`src/rtl/regfile_wb_arbiter_pkg.sv`:
```
// Shared types and constants for the register-file writeback arbiter.
// Entries carry an acceptance stamp used for wrap-aware age comparison.
package regfile_wb_arbiter_pkg;

  localparam int DATA_W_DEF = 32;
  localparam int ADDR_W_DEF = 3;
  localparam int STAMP_W    = 3;
  // No buffered entry waits longer than this, so stamps never alias.
  localparam int MAX_AGE    = 3;

  localparam logic REQ_ALU = 1'b0;
  localparam logic REQ_MEM = 1'b1;

  typedef logic [STAMP_W-1:0] stamp_t;

  typedef struct packed {
    logic [ADDR_W_DEF-1:0] addr;
    logic [DATA_W_DEF-1:0] data;
    stamp_t                stamp;
  } wb_entry_t;

  // True when stamp a was taken strictly earlier than stamp b.
  function automatic logic stamp_older(input stamp_t a, input stamp_t b);
    stamp_t d;
    d = b - a;
    return (d != '0) && (d <= stamp_t'(MAX_AGE));
  endfunction

endpackage

```
`src/rtl/regfile_wb_arbiter_fifo.sv`:
```
// DEPTH-entry synchronous FIFO holding pending writebacks for one requester,
// exposing its head and a per-entry valid/address view for hazard tracking.
module wb_fifo
  import regfile_wb_arbiter_pkg::*;
#(
  parameter int DATA_W = DATA_W_DEF,
  parameter int ADDR_W = ADDR_W_DEF,
  parameter int DEPTH  = 2
) (
  input  logic                     CLK,
  input  logic                     RESET,
  input  logic                     push,
  input  logic [ADDR_W-1:0]        push_addr,
  input  logic [DATA_W-1:0]        push_data,
  input  stamp_t                   push_stamp,
  input  logic                     pop,
  output logic                     full,
  output logic                     empty,
  output logic [ADDR_W-1:0]        head_addr,
  output logic [DATA_W-1:0]        head_data,
  output stamp_t                   head_stamp,
  output logic [DEPTH-1:0]         ent_valid,
  output logic [DEPTH*ADDR_W-1:0]  ent_addr
);

  localparam int PTR_W = $clog2(DEPTH);

  logic [ADDR_W-1:0] addr_mem  [DEPTH];
  logic [DATA_W-1:0] data_mem  [DEPTH];
  stamp_t            stamp_mem [DEPTH];

  logic [PTR_W:0] wr_ptr;
  logic [PTR_W:0] rd_ptr;
  logic [PTR_W:0] count;
  logic           do_push;
  logic           do_pop;

  assign count   = wr_ptr - rd_ptr;
  assign empty   = (wr_ptr == rd_ptr);
  assign full    = (wr_ptr[PTR_W] != rd_ptr[PTR_W]) &&
                   (wr_ptr[PTR_W-1:0] == rd_ptr[PTR_W-1:0]);
  assign do_push = push && !full;
  assign do_pop  = pop && !empty;

  always_ff @(posedge CLK or posedge RESET) begin
    if (RESET) begin
      wr_ptr <= '0;
      rd_ptr <= '0;
    end else begin
      if (do_push) wr_ptr <= wr_ptr + 1'b1;
      if (do_pop)  rd_ptr <= rd_ptr + 1'b1;
    end
  end

  always_ff @(posedge CLK) begin
    if (do_push) begin
      addr_mem[wr_ptr[PTR_W-1:0]]  <= push_addr;
      data_mem[wr_ptr[PTR_W-1:0]]  <= push_data;
      stamp_mem[wr_ptr[PTR_W-1:0]] <= push_stamp;
    end
  end

  assign head_addr  = addr_mem[rd_ptr[PTR_W-1:0]];
  assign head_data  = data_mem[rd_ptr[PTR_W-1:0]];
  assign head_stamp = stamp_mem[rd_ptr[PTR_W-1:0]];

  // A slot is live when its distance from the read pointer is below the fill level.
  always_comb begin
    ent_valid = '0;
    ent_addr  = '0;
    for (int i = 0; i < DEPTH; i++) begin
      ent_valid[i] = ({1'b0, PTR_W'(i) - rd_ptr[PTR_W-1:0]} < count);
      ent_addr[i*ADDR_W +: ADDR_W] = addr_mem[i];
    end
  end

endmodule

```
`src/rtl/regfile_wb_arbiter.sv`:
```
// Arbitrates the register file's single write port between the ALU and load
// writeback stages, oldest first, and reports registers with writes in flight.
module regfile_wb_arbiter
  import regfile_wb_arbiter_pkg::*;
#(
  parameter int DATA_W = DATA_W_DEF,
  parameter int ADDR_W = ADDR_W_DEF,
  parameter int DEPTH  = 2
) (
  input  logic                    CLK,
  input  logic                    RESET,
  input  logic                    alu_valid,
  output logic                    alu_ready,
  input  logic [ADDR_W-1:0]       alu_addr,
  input  logic [DATA_W-1:0]       alu_data,
  input  logic                    mem_valid,
  output logic                    mem_ready,
  input  logic [ADDR_W-1:0]       mem_addr,
  input  logic [DATA_W-1:0]       mem_data,
  output logic                    wr_en,
  output logic [ADDR_W-1:0]       wr_addr,
  output logic [DATA_W-1:0]       wr_data,
  output logic [(2**ADDR_W)-1:0]  pend_mask
);

  stamp_t cnt;
  logic   rr;
  logic   rr_nxt;

  logic                    alu_full, alu_empty, mem_full, mem_empty;
  logic                    alu_push, mem_push, alu_pop, mem_pop;
  logic [ADDR_W-1:0]       alu_head_addr, mem_head_addr;
  logic [DATA_W-1:0]       alu_head_data, mem_head_data;
  stamp_t                  alu_head_stamp, mem_head_stamp;
  logic [DEPTH-1:0]        alu_ent_valid, mem_ent_valid;
  logic [DEPTH*ADDR_W-1:0] alu_ent_addr, mem_ent_addr;

  logic              gnt_any;
  logic              gnt_id;
  logic [ADDR_W-1:0] sel_addr;
  logic [DATA_W-1:0] sel_data;

  // A full buffer refuses even when it drains in the same cycle.
  assign alu_ready = !alu_full && !RESET;
  assign mem_ready = !mem_full && !RESET;
  assign alu_push  = alu_valid && alu_ready;
  assign mem_push  = mem_valid && mem_ready;

  wb_fifo #(.DATA_W(DATA_W), .ADDR_W(ADDR_W), .DEPTH(DEPTH)) u_alu_fifo (
    .CLK        (CLK),
    .RESET      (RESET),
    .push       (alu_push),
    .push_addr  (alu_addr),
    .push_data  (alu_data),
    .push_stamp (cnt),
    .pop        (alu_pop),
    .full       (alu_full),
    .empty      (alu_empty),
    .head_addr  (alu_head_addr),
    .head_data  (alu_head_data),
    .head_stamp (alu_head_stamp),
    .ent_valid  (alu_ent_valid),
    .ent_addr   (alu_ent_addr)
  );

  wb_fifo #(.DATA_W(DATA_W), .ADDR_W(ADDR_W), .DEPTH(DEPTH)) u_mem_fifo (
    .CLK        (CLK),
    .RESET      (RESET),
    .push       (mem_push),
    .push_addr  (mem_addr),
    .push_data  (mem_data),
    .push_stamp (cnt),
    .pop        (mem_pop),
    .full       (mem_full),
    .empty      (mem_empty),
    .head_addr  (mem_head_addr),
    .head_data  (mem_head_data),
    .head_stamp (mem_head_stamp),
    .ent_valid  (mem_ent_valid),
    .ent_addr   (mem_ent_addr)
  );

  // Same-stamp, same-register ties go to the load: it is older in program order.
  always_comb begin
    gnt_any = 1'b0;
    gnt_id  = REQ_ALU;
    rr_nxt  = rr;
    if (!alu_empty && !mem_empty) begin
      gnt_any = 1'b1;
      if (alu_head_stamp != mem_head_stamp) begin
        gnt_id = stamp_older(alu_head_stamp, mem_head_stamp) ? REQ_ALU : REQ_MEM;
      end else if (alu_head_addr == mem_head_addr) begin
        gnt_id = REQ_MEM;
      end else begin
        gnt_id = rr;
        rr_nxt = ~rr;
      end
    end else if (!alu_empty) begin
      gnt_any = 1'b1;
      gnt_id  = REQ_ALU;
    end else if (!mem_empty) begin
      gnt_any = 1'b1;
      gnt_id  = REQ_MEM;
    end
  end

  assign alu_pop  = gnt_any && (gnt_id == REQ_ALU);
  assign mem_pop  = gnt_any && (gnt_id == REQ_MEM);
  assign sel_addr = (gnt_id == REQ_MEM) ? mem_head_addr : alu_head_addr;
  assign sel_data = (gnt_id == REQ_MEM) ? mem_head_data : alu_head_data;

  // Output stage: registered write port, address and data hold when idle.
  always_ff @(posedge CLK or posedge RESET) begin
    if (RESET) begin
      cnt     <= '0;
      rr      <= REQ_ALU;
      wr_en   <= 1'b0;
      wr_addr <= '0;
      wr_data <= '0;
    end else begin
      cnt   <= cnt + stamp_t'(1);
      rr    <= rr_nxt;
      wr_en <= gnt_any;
      if (gnt_any) begin
        wr_addr <= sel_addr;
        wr_data <= sel_data;
      end
    end
  end

  always_comb begin
    pend_mask = '0;
    for (int i = 0; i < DEPTH; i++) begin
      if (alu_ent_valid[i]) pend_mask[alu_ent_addr[i*ADDR_W +: ADDR_W]] = 1'b1;
      if (mem_ent_valid[i]) pend_mask[mem_ent_addr[i*ADDR_W +: ADDR_W]] = 1'b1;
    end
    if (wr_en) pend_mask[wr_addr] = 1'b1;
  end

endmodule

```
`config.mk`:
```
export PLATFORM = sky130hd
export DESIGN_NAME = regfile_wb_arbiter
export DESIGN_NICKNAME = d
export VERILOG_FILES = /design/src/rtl/regfile_wb_arbiter_pkg.sv /design/src/rtl/regfile_wb_arbiter_fifo.sv /design/src/rtl/regfile_wb_arbiter.sv
export SDC_FILE = /design/constraint.sdc
export NUM_CORES = 1
export LEC_CHECK = 0
export BUFFER_PORTS_ARGS = -buffer_cell sky130_fd_sc_hd__buf_2
export CAP_MARGIN = 20
export CORE_MARGIN = 3
export CORE_UTILIZATION = 45
export CTS_CLUSTER_DIAMETER = 50
export DETAILED_ROUTE_END_ITERATION = 8
export GPL_TIMING_DRIVEN = 0
export PLACE_DENSITY = 0.64
export REMOVE_ABC_BUFFERS = 1
export SKIP_CTS_REPAIR_TIMING = 1
export SLEW_MARGIN = 15
export SYNTH_ARGS = -nofsm -noshare
export SYNTH_HDL_FRONTEND = slang
export SYNTH_SLANG_ARGS = --single-unit
```
`constraint.sdc`:
```
create_clock -name CLK -period 10.3 [get_ports CLK]
set_clock_uncertainty 0.2 [all_clocks]
set_input_delay 0.515 -clock CLK [delete_from_list [all_inputs] [get_ports CLK]]
set_output_delay 0.515 -clock CLK [all_outputs]
set_load 0.02 [all_outputs]
```
==> reports/metrics.yaml <==
hold_viol_final: 0
dr_total_vias: 4582
io_buffers: 119
rr_endpoint: "u_alu_fifo.rd_ptr[1]$_DFFE_PP0P_"
path_buf_inv: 1
synth-adder-area-share_pct: 1.643
drive_above_1_share_pct: 32.01
drtAntennaViolNets: 0
synth_top_area_cell: "edfxtp_1"
area_delta_synth_final_pct: 19.16
critPathMaxStageDelay_ps: 940
fillerInstances: 1426
wire_per_inst_um: 19.50
core_area_um2: 17420
layout.cells.non_filler: 853
n_antenna_cell: 0
end_kind: "register"
viasPerCell: 5.372
hpwl_mm: 10.83
worst_pin_slew_ps: 810.3
synthCells: 489
p_per_area_nw_per_um2: 353.8
drt_iter0_drc: 232
wirelength_mm: 16.63
synth_most_common_cell: "edfxtp_1"
cp_max_fo: 41
cts.sinks: 200
synth_cell_types: 52
yosys-top-cells-area: "edfxtp_1 57%, dfrtp_1 15%, mux2i_1 5.1%"
synth_top_family_by_area: "multiplexers"
p_leak_nw: 3.669
cpLargestDelayFamily: "flip-flops"
r2r-start: "u_mem_fifo.rd_ptr[0]$_DFFE_PP0P_"
io_pins: 120
grt_pass1_vias: 4863
crit_type: "reg -> reg"
clockBufferDepth: 2
drcViolationCount: 0
routabilityCongestion: 0.8044
worstPathCellList: "mux2_2 > fa_1 > xnor3_1 > o21a_4 > o22ai_4 > buf_16 > nand2_1 > xnor2_1"
rsz0062_at_grt: "no"
hold_class: "in -> async"
slew_headroom_pct: 45.85
die_w_um: 139.9
startpoint_type: "register"
multiInputGateArea_um2: 2148
synthFlopType: "edfxtp_1"
synth-edff-count: 152
min_period_over_period_pct: 36.00
cts_root_buf: "clkbuf_16"
grt_overflow: 0
htree_levels: 4
clock.fmax_mhz: 269.7
critical_path_required_ps: 10400
clock_latency_ps: 420
die_y_um: 139.9
yosys_warnings: 0
syn_avg_cell_area_um2: 16.51
grt_max_degree: 49
nNetsFinal: 699
r2r_cells: 8
setup_tns_ps: 0
vdd_drop_max_v: 0.0002139
outcome: "completed"
slowest_stage: "dfrtp_4"
post_dp_cell_area_um2: 9037
syn_area_um2: 8071
muxShareOfSynthArea_pct: 10.11
dieArea_um2: 19580
grt_usage_pct: 17.33
antenna_found_initial: 1
ys_ff_latch: 200
regArea_um2: 5771
synth_xor_xnor_area_share_pct: 2.015
grt_pass1_wl_mm: 26.24
period_minus_slack_ps: 3708
place_inst: 821
slew_viol_final: 0
firstDrtPassIters: 4
tritoncts: "built"
arrival_ps: 3810
synth_compound_area_share_pct: 8.495
synthTopCellsByCount: "152 x edfxtp_1, 48 x dfrtp_1, 41 x mux2i_1"
seq_area_frac_synth_pct: 71.43
yosys.area.top_type_share_pct: 56.55
ff2ff_setup_slack_ps: 6590
final_cell_area_um2: 9618
finalSetupViolCount: 0
hold-worst-slack_ps: 27.81
start_util_pct: 46.34
rows: 48
clk_pin_slew_ps: 70
async_flop_share_pct: 24.00
cts_buffers: 17
synth-simple-area-share_pct: 3.891
maxCapViolations: 0
metrics by stage:
step	utilization (%)	setup slack (ps)	power, W
after floorplan	-	5374	0.002194
after global placement	50.54	3722	0.002629
after detailed placement	51.89	6590	0.002788
after CTS	55.22	6556	0.003446
after global routing	55.22	6439	0.003618
final	55.22	6592	0.003403
worst max-delay path by stage:
stage,from,end,slack [ps],cells after the start
5_1_grt,u_mem_fifo.rd_ptr[0]$_DFFE_PP0P_,wr_data[16]$_DFFE_PP0N_,6440,9
6_report,u_mem_fifo.rd_ptr[0]$_DFFE_PP0P_,u_alu_fifo.rd_ptr[1]$_DFFE_PP0P_,6590,8
2_1_floorplan,u_mem_fifo.rd_ptr[0]$_DFFE_PP0P_,u_mem_fifo.addr_mem[1][0]$_DFFE_PP_,5370,5
3_3_place_gp,u_mem_fifo.rd_ptr[0]$_DFFE_PP0P_,u_mem_fifo.data_mem[1][19]$_DFFE_PP_,3720,5
4_1_cts,u_mem_fifo.rd_ptr[0]$_DFFE_PP0P_,wr_data[16]$_DFFE_PP0N_,6560,7
3_5_place_dp,u_mem_fifo.rd_ptr[0]$_DFFE_PP0P_,u_alu_fifo.rd_ptr[1]$_DFFE_PP0P_,6590,8
cell type report:
type,count,share of cell area (%)
Sequential cell,200,60.00
Multi-Input combinational cell,256,22.34
Clock buffer,23,4.761
Tap cell,225,2.927
Inverter,13,0.5334
Clock inverter,9,1.275
Timing Repair Buffer,127,8.170
placed cells by master, fill, tap and decap left out, types with 5 or more instances in the layout:
cell       count
a22oi_1       32
buf_2        119
clkbuf_1       5
clkbuf_16     17
dfrtp_1       46
edfxtp_1     152
ha_1           9
inv_1         11
mux2_2        34
mux2i_1       41
nand2_1       15
nand2b_1       8
nor2_1         5
nor3_1         6
o21ai_0       24
o21ai_1        7
or3_1          5
xnor2_1        9
xor2_1         7
per-layer routing:
metal  share of wire, %  GRT usage [%]
met1                 42          22.49
met4               0.66          4.844
met2                 50          28.82
met5              0.078              0
met3                6.8          4.916
sequential cells by signal (all words and copies together) (netlist names), 2 cells and up:
name,count
u_alu_fifo.addr_mem,6
u_mem_fifo.stamp_mem,6
wr_addr,3
u_alu_fifo.wr_ptr,2
u_alu_fifo.stamp_mem,6
u_alu_fifo.data_mem,64
u_mem_fifo.data_mem,64
u_alu_fifo.rd_ptr,2
u_mem_fifo.addr_mem,6
u_mem_fifo.wr_ptr,2
u_mem_fifo.rd_ptr,2
cnt,3
wr_data,32
where the power goes:
group / internal [W] / total [W] / switching [W]
clock network: 0.000387 / 0.000653 / 0.000266
registers: 0.00110 / 0.00126 / 0.000157
logic: 0.000627 / 0.00149 / 0.000868
kinds of logic (layout without fill, tap and decap cells):
kind of cell               after synthesis  in the layout
adders and majority gates               10             10
DFF                                    200            200
AOI/OAI and AO/OA                       94             94
buffers and inverters                   33            172
xor gates and xnor gates                17             17
and+or+nand+nor                         59             59
muxes                                   76             76
worst register-to-register path: cells and delay by family, from the launching register on:
kind                       cells  cell delay [ps]
and+or+nand+nor                1               90
buffers and inverters          1              250
xor gates and xnor gates       2              530
muxes                          1              460
DFF                            1              940
adders and majority gates      1              450
AOI/OAI and AO/OA              2              690
Power figures use the tool's default switching activity.
